**config.mk**
```make
export PLATFORM = sky130hd
export DESIGN_NAME = ace_ps2_keyboard
export DESIGN_NICKNAME = d
export VERILOG_FILES = /design/src/rtl/ace_ps2_keyboard.sv
export SDC_FILE = /design/constraint.sdc
export NUM_CORES = 1
export LEC_CHECK = 0
export ABC_AREA = 0
export CAP_MARGIN = 20
export CORE_MARGIN = 4
export CORE_UTILIZATION = 40
export DETAILED_ROUTE_END_ITERATION = 10
export DONT_BUFFER_PORTS = 1
export PLACE_DENSITY = 0.67
export SETUP_SLACK_MARGIN = 0.2
export SYNTH_ARGS = -nofsm -noshare
export SYNTH_HDL_FRONTEND = slang
export SYNTH_SLANG_ARGS = --single-unit
```
**constraint.sdc**
```tcl
create_clock -name clk -period 2.8 [get_ports clk]
set_clock_uncertainty 0.15 [all_clocks]
set_input_delay 0.42 -clock clk [delete_from_list [all_inputs] [get_ports clk]]
set_output_delay 0.42 -clock clk [all_outputs]
set_load 0.005 [all_outputs]
```
**src/rtl/ace_ps2_keyboard.sv**
```systemverilog
// ace_ps2_keyboard: PS/2 set-2 receiver driving the Jupiter ACE 8x5 key matrix answered to the CPU row scan.
module ace_ps2_keyboard #(
    parameter int TIMEOUT_CYCLES = 65000
) (
    input  logic       clk,
    input  logic       reset,
    input  logic       ps2_clk,
    input  logic       ps2_data,
    input  logic [7:0] filas,
    output logic [4:0] columnas,
    output logic       frame_err
);
    localparam int TW = $clog2(TIMEOUT_CYCLES + 1);

    typedef enum logic [1:0] {IDLE, DATA, PARITY, STOP} state_t;

    state_t        state_q, state_d;
    logic [2:0]    clk_sync_q;
    logic [1:0]    dat_sync_q;
    logic [2:0]    bit_cnt_q, bit_cnt_d;
    logic [7:0]    shift_q, shift_d;
    logic          par_ok_q, par_ok_d;
    logic [TW-1:0] tmo_q, tmo_d;
    logic          err_q, err_d;
    logic          byte_vld_q, byte_vld_d;
    logic [7:0]    byte_q, byte_d;
    logic          rel_q, rel_d, ext_q, ext_d;
    logic [39:0]   map_q, map_d;
    logic          fall, din;
    logic [6:0]    key;

    // bit 6 = mapped, bits 5:0 = row*5 + column
    function automatic logic [6:0] lookup(input logic [7:0] code);
        case (code)
            8'h12: lookup = {1'b1, 6'd0};  8'h59: lookup = {1'b1, 6'd1};  8'h1A: lookup = {1'b1, 6'd2};
            8'h22: lookup = {1'b1, 6'd3};  8'h21: lookup = {1'b1, 6'd4};  8'h1C: lookup = {1'b1, 6'd5};
            8'h1B: lookup = {1'b1, 6'd6};  8'h23: lookup = {1'b1, 6'd7};  8'h2B: lookup = {1'b1, 6'd8};
            8'h34: lookup = {1'b1, 6'd9};  8'h15: lookup = {1'b1, 6'd10}; 8'h1D: lookup = {1'b1, 6'd11};
            8'h24: lookup = {1'b1, 6'd12}; 8'h2D: lookup = {1'b1, 6'd13}; 8'h2C: lookup = {1'b1, 6'd14};
            8'h16: lookup = {1'b1, 6'd15}; 8'h1E: lookup = {1'b1, 6'd16}; 8'h26: lookup = {1'b1, 6'd17};
            8'h25: lookup = {1'b1, 6'd18}; 8'h2E: lookup = {1'b1, 6'd19}; 8'h45: lookup = {1'b1, 6'd20};
            8'h46: lookup = {1'b1, 6'd21}; 8'h3E: lookup = {1'b1, 6'd22}; 8'h3D: lookup = {1'b1, 6'd23};
            8'h36: lookup = {1'b1, 6'd24}; 8'h4D: lookup = {1'b1, 6'd25}; 8'h44: lookup = {1'b1, 6'd26};
            8'h43: lookup = {1'b1, 6'd27}; 8'h3C: lookup = {1'b1, 6'd28}; 8'h35: lookup = {1'b1, 6'd29};
            8'h5A: lookup = {1'b1, 6'd30}; 8'h4B: lookup = {1'b1, 6'd31}; 8'h42: lookup = {1'b1, 6'd32};
            8'h3B: lookup = {1'b1, 6'd33}; 8'h33: lookup = {1'b1, 6'd34}; 8'h29: lookup = {1'b1, 6'd35};
            8'h3A: lookup = {1'b1, 6'd36}; 8'h31: lookup = {1'b1, 6'd37}; 8'h32: lookup = {1'b1, 6'd38};
            8'h2A: lookup = {1'b1, 6'd39};
            default: lookup = 7'd0;
        endcase
    endfunction

    assign fall      = clk_sync_q[2] & ~clk_sync_q[1];
    assign din       = dat_sync_q[1];
    assign key       = lookup(byte_q);
    assign frame_err = err_q;

    always_comb begin
        state_d    = state_q;
        bit_cnt_d  = bit_cnt_q;
        shift_d    = shift_q;
        par_ok_d   = par_ok_q;
        tmo_d      = '0;
        err_d      = 1'b0;
        byte_vld_d = 1'b0;
        byte_d     = byte_q;
        rel_d      = rel_q;
        ext_d      = ext_q;
        map_d      = map_q;
        if (state_q != IDLE)
            tmo_d = fall ? '0 : tmo_q + 1'b1;
        if (fall) begin
            case (state_q)
                IDLE: begin
                    err_d     = din;
                    state_d   = din ? IDLE : DATA;
                    bit_cnt_d = '0;
                end
                DATA: begin
                    shift_d   = {din, shift_q[7:1]};
                    bit_cnt_d = bit_cnt_q + 1'b1;
                    state_d   = (bit_cnt_q == 3'd7) ? PARITY : DATA;
                end
                PARITY: begin
                    par_ok_d = ^{shift_q, din};
                    state_d  = STOP;
                end
                default: begin
                    state_d    = IDLE;
                    byte_vld_d = din & par_ok_q;
                    byte_d     = shift_q;
                    err_d      = ~(din & par_ok_q);
                end
            endcase
        end else if (state_q != IDLE && tmo_d == TW'(TIMEOUT_CYCLES)) begin
            state_d = IDLE;
            err_d   = 1'b1;
            tmo_d   = '0;
        end
        // F0/E0 set their own flag and leave the other, so E0 F0 xx holds both
        if (byte_vld_q) begin
            rel_d = (byte_q == 8'hF0) ? 1'b1 : (byte_q == 8'hE0) ? rel_q : 1'b0;
            ext_d = (byte_q == 8'hE0) ? 1'b1 : (byte_q == 8'hF0) ? ext_q : 1'b0;
            if (key[6] && !ext_q)
                map_d[key[5:0]] = ~rel_q;
        end
    end

    always_comb begin
        columnas = '1;
        for (int r = 0; r < 8; r++)
            for (int c = 0; c < 5; c++)
                if (!filas[r] && map_q[r*5+c])
                    columnas[c] = 1'b0;
    end

    always_ff @(posedge clk or posedge reset) begin
        if (reset) begin
            state_q    <= IDLE;
            clk_sync_q <= '1;
            dat_sync_q <= '1;
            bit_cnt_q  <= '0;
            shift_q    <= '0;
            par_ok_q   <= 1'b0;
            tmo_q      <= '0;
            err_q      <= 1'b0;
            byte_vld_q <= 1'b0;
            byte_q     <= '0;
            rel_q      <= 1'b0;
            ext_q      <= 1'b0;
            map_q      <= '0;
        end else begin
            state_q    <= state_d;
            clk_sync_q <= {clk_sync_q[1:0], ps2_clk};
            dat_sync_q <= {dat_sync_q[0], ps2_data};
            bit_cnt_q  <= bit_cnt_d;
            shift_q    <= shift_d;
            par_ok_q   <= par_ok_d;
            tmo_q      <= tmo_d;
            err_q      <= err_d;
            byte_vld_q <= byte_vld_d;
            byte_q     <= byte_d;
            rel_q      <= rel_d;
            ext_q      <= ext_d;
            map_q      <= map_d;
        end
    end
endmodule

```
After elaboration in Yosys (flattened, before gate mapping)
Memory sizes are Yosys's and may differ from the RTL's.
Index checks and enable logic that the tools add are counted.
W data, S select, Z words.
- memory bits (read-only): 896
- bits in latches: 0
- bits of input ports: 12
- memory bits (writable): 0
- output and inout bits: 6
- memories kept: 1
- logic and storage cells: 161
- flip-flop bits (word level): 87
- memories (memory ; words ; bits a word ; read ports ; clocked after memory_dff ; write ports ; line ; text):
    (name not given) ; 128 ; 7 ; 1 ; 0 ; 0 ; 34 ; case (code)
- shift operators: 0
- $lt $le $gt $ge: 2
- add/sub/neg operators: 2
- $mul: 0
- divide/modulo/power cells: 0
- reductions and logical operators: 66
- bitwise operators: 6
- equal/unequal tests: 8
- multiplexer cells: 63
- operators by type and width (operator ; number):
    $mux W16 ; 4
    $mux W1 ; 50
    $logic_and A1 B1 Y1 ; 43
    $bwmux W40 ; 1
    $add A16 B1 Y16 const B ; 1
    $eq A16 B16 Y1 const B ; 1
    $eq A8 B8 Y1 const B ; 2
    $reduce_and A2 Y1 ; 7
    $logic_not A1 Y1 ; 9
    $reduce_xor A9 Y1 ; 1
    $lt A6 B7 Y1 const B ; 1
    $mux W7 ; 1
    $demux W1 S6 ; 1
    $ge A6 B1 Y1 const B ; 1
    $mux W2 ; 3
    $pmux W2 S3 ; 1
    $pmux W3 S2 ; 1
    $reduce_bool A2 Y1 ; 3
    $not A1 Y1 ; 4
    $add A3 B1 Y3 const B ; 1
    $eq A3 B3 Y1 const B ; 1
    $reduce_or A3 Y1 ; 1
    $and A1 B1 Y1 ; 2
    $eq A2 B1 Y1 const B ; 1
    6 further kinds ; 6

Depth between registers and ports, before layout
- word-level depth: 10
- mapped depth: 10

Worst setup path before layout
No wires, ideal clock.
- path type: register to register
- start point: register byte_q[1]
- end point: register map_q[25]
- setup slack: 0.242 ns
- library setup time: 0.080 ns
- buffers on the path: 0
- arrival time: 2.328 ns
- cell stages (with the launch flop): 10
- cell sequence: dfrtp_1 -> inv_1 -> ha_1 -> nand3_1 -> a21boi_2 -> o211ai_1 -> o31a_4 -> or4_4 -> nor3_2 -> mux2i_1
- longest elaborated chain between the ends: 7
- elaborated cells between the ends (all ways): 10
- RTL lines (element ; line ; text):
    start, declared ; 26 ; logic [7:0] byte_q, byte_d;
    start signal, assigned ; 142 ; byte_q <= byte_d;
    $mem_v2 Z128 W7 (*) ; n/a ;
    $mux W7 (*) ; 34 ;
    $lt A6 B7 Y1 (not written as such) / $ge A6 B1 Y1 (equally long branches) ; 105 ; map_d[key[5:0]] = ~rel_q;
    $logic_and A1 B1 Y1 (not written as such) ; 105 ;
    $mux W1 (not written as such) ; 105 ;
    $demux W1 S6 ; 105 ;
    $bwmux W40 ; 105 ;
    end signal, assigned ; 145 ; map_q <= map_d;
    end, declared ; 28 ; logic [39:0] map_q, map_d;
Mark *: on every way between the ends. The rest lies on a longest branch, timed or not.
A chain may end at the register's enable or synchronous reset.

Final worst setup path
- start point: register byte_q[0]
- end point: register map_q[11]
The elaborated chain is that of the path after synthesis.

==> flow_summary.toml <==
[synth]
synth_cell_types = 70
yosysWarnings = 0
synth-edff-count = 0
synth_ff_type = "dfrtp_1"
synth_cells = 531
synthXorXnorAreaFrac = 0.0368
netlist.area_leader.share = 0.392
synthesis.area_mm2 = 0.00524
synth_fp_nets = 552
synth_top_family_by_area = "simple AND/OR/NAND/NOR gates"
synth-simple-area-share = 0.219
synthMuxAreaShare = 0.102
synth_compound_area_frac = 0.139
synthAdderAreaFrac = 0.0215
netlist_top_cells_area = "dfrtp_1, mux2i_1, nor3_2"
synth_top_area_cell = "dfrtp_1"
ys_seq_elements = 87
synth.avg_cell_area_um2 = 9.86
ys_seq_area_frac = 0.417
async_flop_share = 1.00

[power]
sw_frac_of_total = 0.307
comb_power_share = 0.270
seqPwrFrac = 0.401
p_total_uw = 3880
p_int_uw = 2690
cellLeakagePower_uw = 0.00261
ir_drop_mv = 0.650
clkPwrFrac = 0.329
p_per_area_mw_per_mm2 = 599
p_switching_uw = 1190

[global_routing]
grt_max_degree = 45
grt_usage = 0.172
grt_pass1_wl_um = 20600
grt-ovfl-total = 0
antenna_found_initial = 0
grt_pass1_vias = 4068

[timing]
fmax_mhz = 378
maxSlewHeadroom = 0.578
period_share = 0.944
setup_viol_count_final = 0
tightest_slew_ns = 0.630
rsz0062_at_grt = "true"
fin_tns_setup_ns = 0
hold_violations = 0
fin_ws_ns = 0.156
drv_slew = 0
period_needed_ns = 2.64
hold-worst-slack_ns = 0.210

[cts]
clockBufferDepth = 2
cts_tree = "built"
cts_root_buffer = "clkbuf_16"
h-tree-depth = 3
clk_pin_slew_ns = 0.06
clock_latency_ns = 0.33
numCtsBuffers = 9
cts_sinks = 87

[worst_hold_path]
whs_path_depth = 0
min_to = "dat_sync_q[1]$_DFF_PP1_"
hold_class = "register to register"
min_from = "dat_sync_q[0]$_DFF_PP1_"

[route]
avgRoutedWirePerCell_um = 17.1
drt_iter0_drc = 402
dr.pass1.iters = 5
vias_per_cell = 5.48
drt_wl_total_um = 12700
drcViolationCount = 0
via_count = 4080
ant_nets = 0

[die]
core_area_mm2 = 0.0127
die_area_mm2 = 0.0150
fp.dieW_um = 122
num_rows = 41
pin_count = 18
die_h_um = 122
start_util = 0.412

[setup_path]
cp_top_family = "simple AND/OR/NAND/NOR gates"
timing.rr.start = "byte_q[0]$_DFFE_PP0P_"
path_buf_inv = 2
start_kind = "register"
required_ns = 2.90
crit_chain = "buf_6 -> ha_4 -> nand2b_1 -> a311oi_2 -> nor2_2 -> a311oi_4 -> buf_4 -> nand3_4 -> nor3_4 -> mux2i_1"
cpMaxStageDelayCell = "dfrtp_2"
end_kind = "register"
r2r_slack_ns = 0.16
path_max_fanout = 6
r2r_end = "map_q[11]$_DFFE_PP0P_"
reg2regPathDepth = 10
critPathKind = "register to register"
arrival_ns = 2.74
max_stage_delay_ns = 0.45

[job]
drv_cap = 0

[place]
gp_congestion = 0.909
place_hpwl_um = 8880
numPortBuffers = 0
place_area_mm2 = 0.00559
pre_cts_slack_ns = 0.00182

[layout]
antenna_cells = 0
seq_area_mm2 = 0.00219
multi_input_area_mm2 = 0.00302
drive_gt1_frac = 0.293
nets = 589
design_area_mm2 = 0.00647
areaGrowthSynthToFinish_pct = 23.6
fill_cells = 1168

[run_status]
status = "completed"
[sequential cells by signal, summed over array words and instances, names as in the netlist]
name / flops
map_q: 40
tmo_q: 16
byte_q: 8
shift_q: 8
bit_cnt_q: 3
clk_sync_q: 3
dat_sync_q: 2
state_q: 2
byte_vld_q: 1
ext_q: 1
frame_err: 1
par_ok_q: 1
rel_q: 1
[power by group through the flow]
stage / clock network [uW] / registers [uW] / logic, uW
after floorplan: 0 / 1500 / 726
after global placement: 0 / 1560 / 881
after detailed placement: 0 / 1570 / 894
after CTS: 1310 / 1550 / 957
after global routing: 1370 / 1580 / 1140
final: 1280 / 1550 / 1050
[cells in the final DEF, fill, tap and decap left out, types with 15 or more instances in the layout]
master    n
inv_1    45
mux2i_1  33
buf_4    33
o22ai_1  20
nor2_1   31
nand2_1  29
dfrtp_1  77
nor3_4   15
mux2_2   18
nor3_2   16
[how the worst max path moves through the flow]
stage / end / cells after the start / from / slack [ns]
2_1_floorplan: map_q[25]$_DFFE_PP0P_ / 9 / byte_q[1]$_DFFE_PP0P_ / 0.24
3_3_place_gp: map_q[15]$_DFFE_PP0P_ / 9 / byte_q[1]$_DFFE_PP0P_ / 0.05
3_5_place_dp: map_q[11]$_DFFE_PP0P_ / 9 / byte_q[1]$_DFFE_PP0P_ / 0.002
4_1_cts: map_q[31]$_DFFE_PP0P_ / 9 / byte_q[0]$_DFFE_PP0P_ / 0.17
5_1_grt: map_q[31]$_DFFE_PP0P_ / 9 / byte_q[1]$_DFFE_PP0P_ / 0.02
6_report: map_q[11]$_DFFE_PP0P_ / 10 / byte_q[0]$_DFFE_PP0P_ / 0.16
[final cells by class]
type                            instances  area share
Multi-Input combinational cell        371       0.467
Clock buffer                           13      0.0387
Inverter                               49      0.0298
Timing Repair Buffer                   50      0.0824
Tap cell                              172      0.0333
Clock inverter                          3      0.0104
Sequential cell                        87       0.338
[stage by stage]
step	util	instances
after floorplan	-	531
after global placement	0.440	707
after detailed placement	0.440	707
after CTS	0.482	735
after global routing	0.509	745
final	0.509	745
[cells in the mapped netlist (9+ instances only)]
cell type and n:
nor3_2 28, xor2_1 11, nand4_1 9, nand3_1 15, nor2_1 31, o22ai_1 20, a21oi_1 14, nand2_1 30
dfrtp_1 82, ha_1 9, xnor2_1 11, nor3_1 14, buf_2 9, nand2b_1 15, mux2_2 18, mux2i_1 33
o21ai_0 13, inv_1 48
[routing by layer]
metal | vias to the layer above | global-route usage | routed length (um)
li1 | 1965 | - | -
met1 | 1991 | 0.223 | 5490
met2 | 108 | 0.288 | 6410
met3 | 16 | 0.0336 | 584
met4 | 0 | 0.0553 | 229
met5 | - | 0 | 0
[kinds of logic (layout without fill, tap and decap cells)]
kind of cell / after synthesis / after routing
multiplexers: 51 / 51
AND/OR/NAND/NOR: 189 / 189
flip-flops: 87 / 87
adder cells (fa/ha/maj): 9 / 9
XOR/XNOR: 22 / 22
AO/OA/AOI/OAI: 99 / 100
buffers and inverters: 74 / 115
[what timing repair did]
item                                    in CTS  in global routing
setup buffers                                9                  7
endpoints found under the setup margin      48                 50
endpoints found under the hold margin       18                  0
hold buffers                                 3                  0
gates resized for setup                     24                 42
pin swaps                                    9                 21
gates cloned                                 0                  3
No activity file was read; power rests on OpenSTA's default activity.
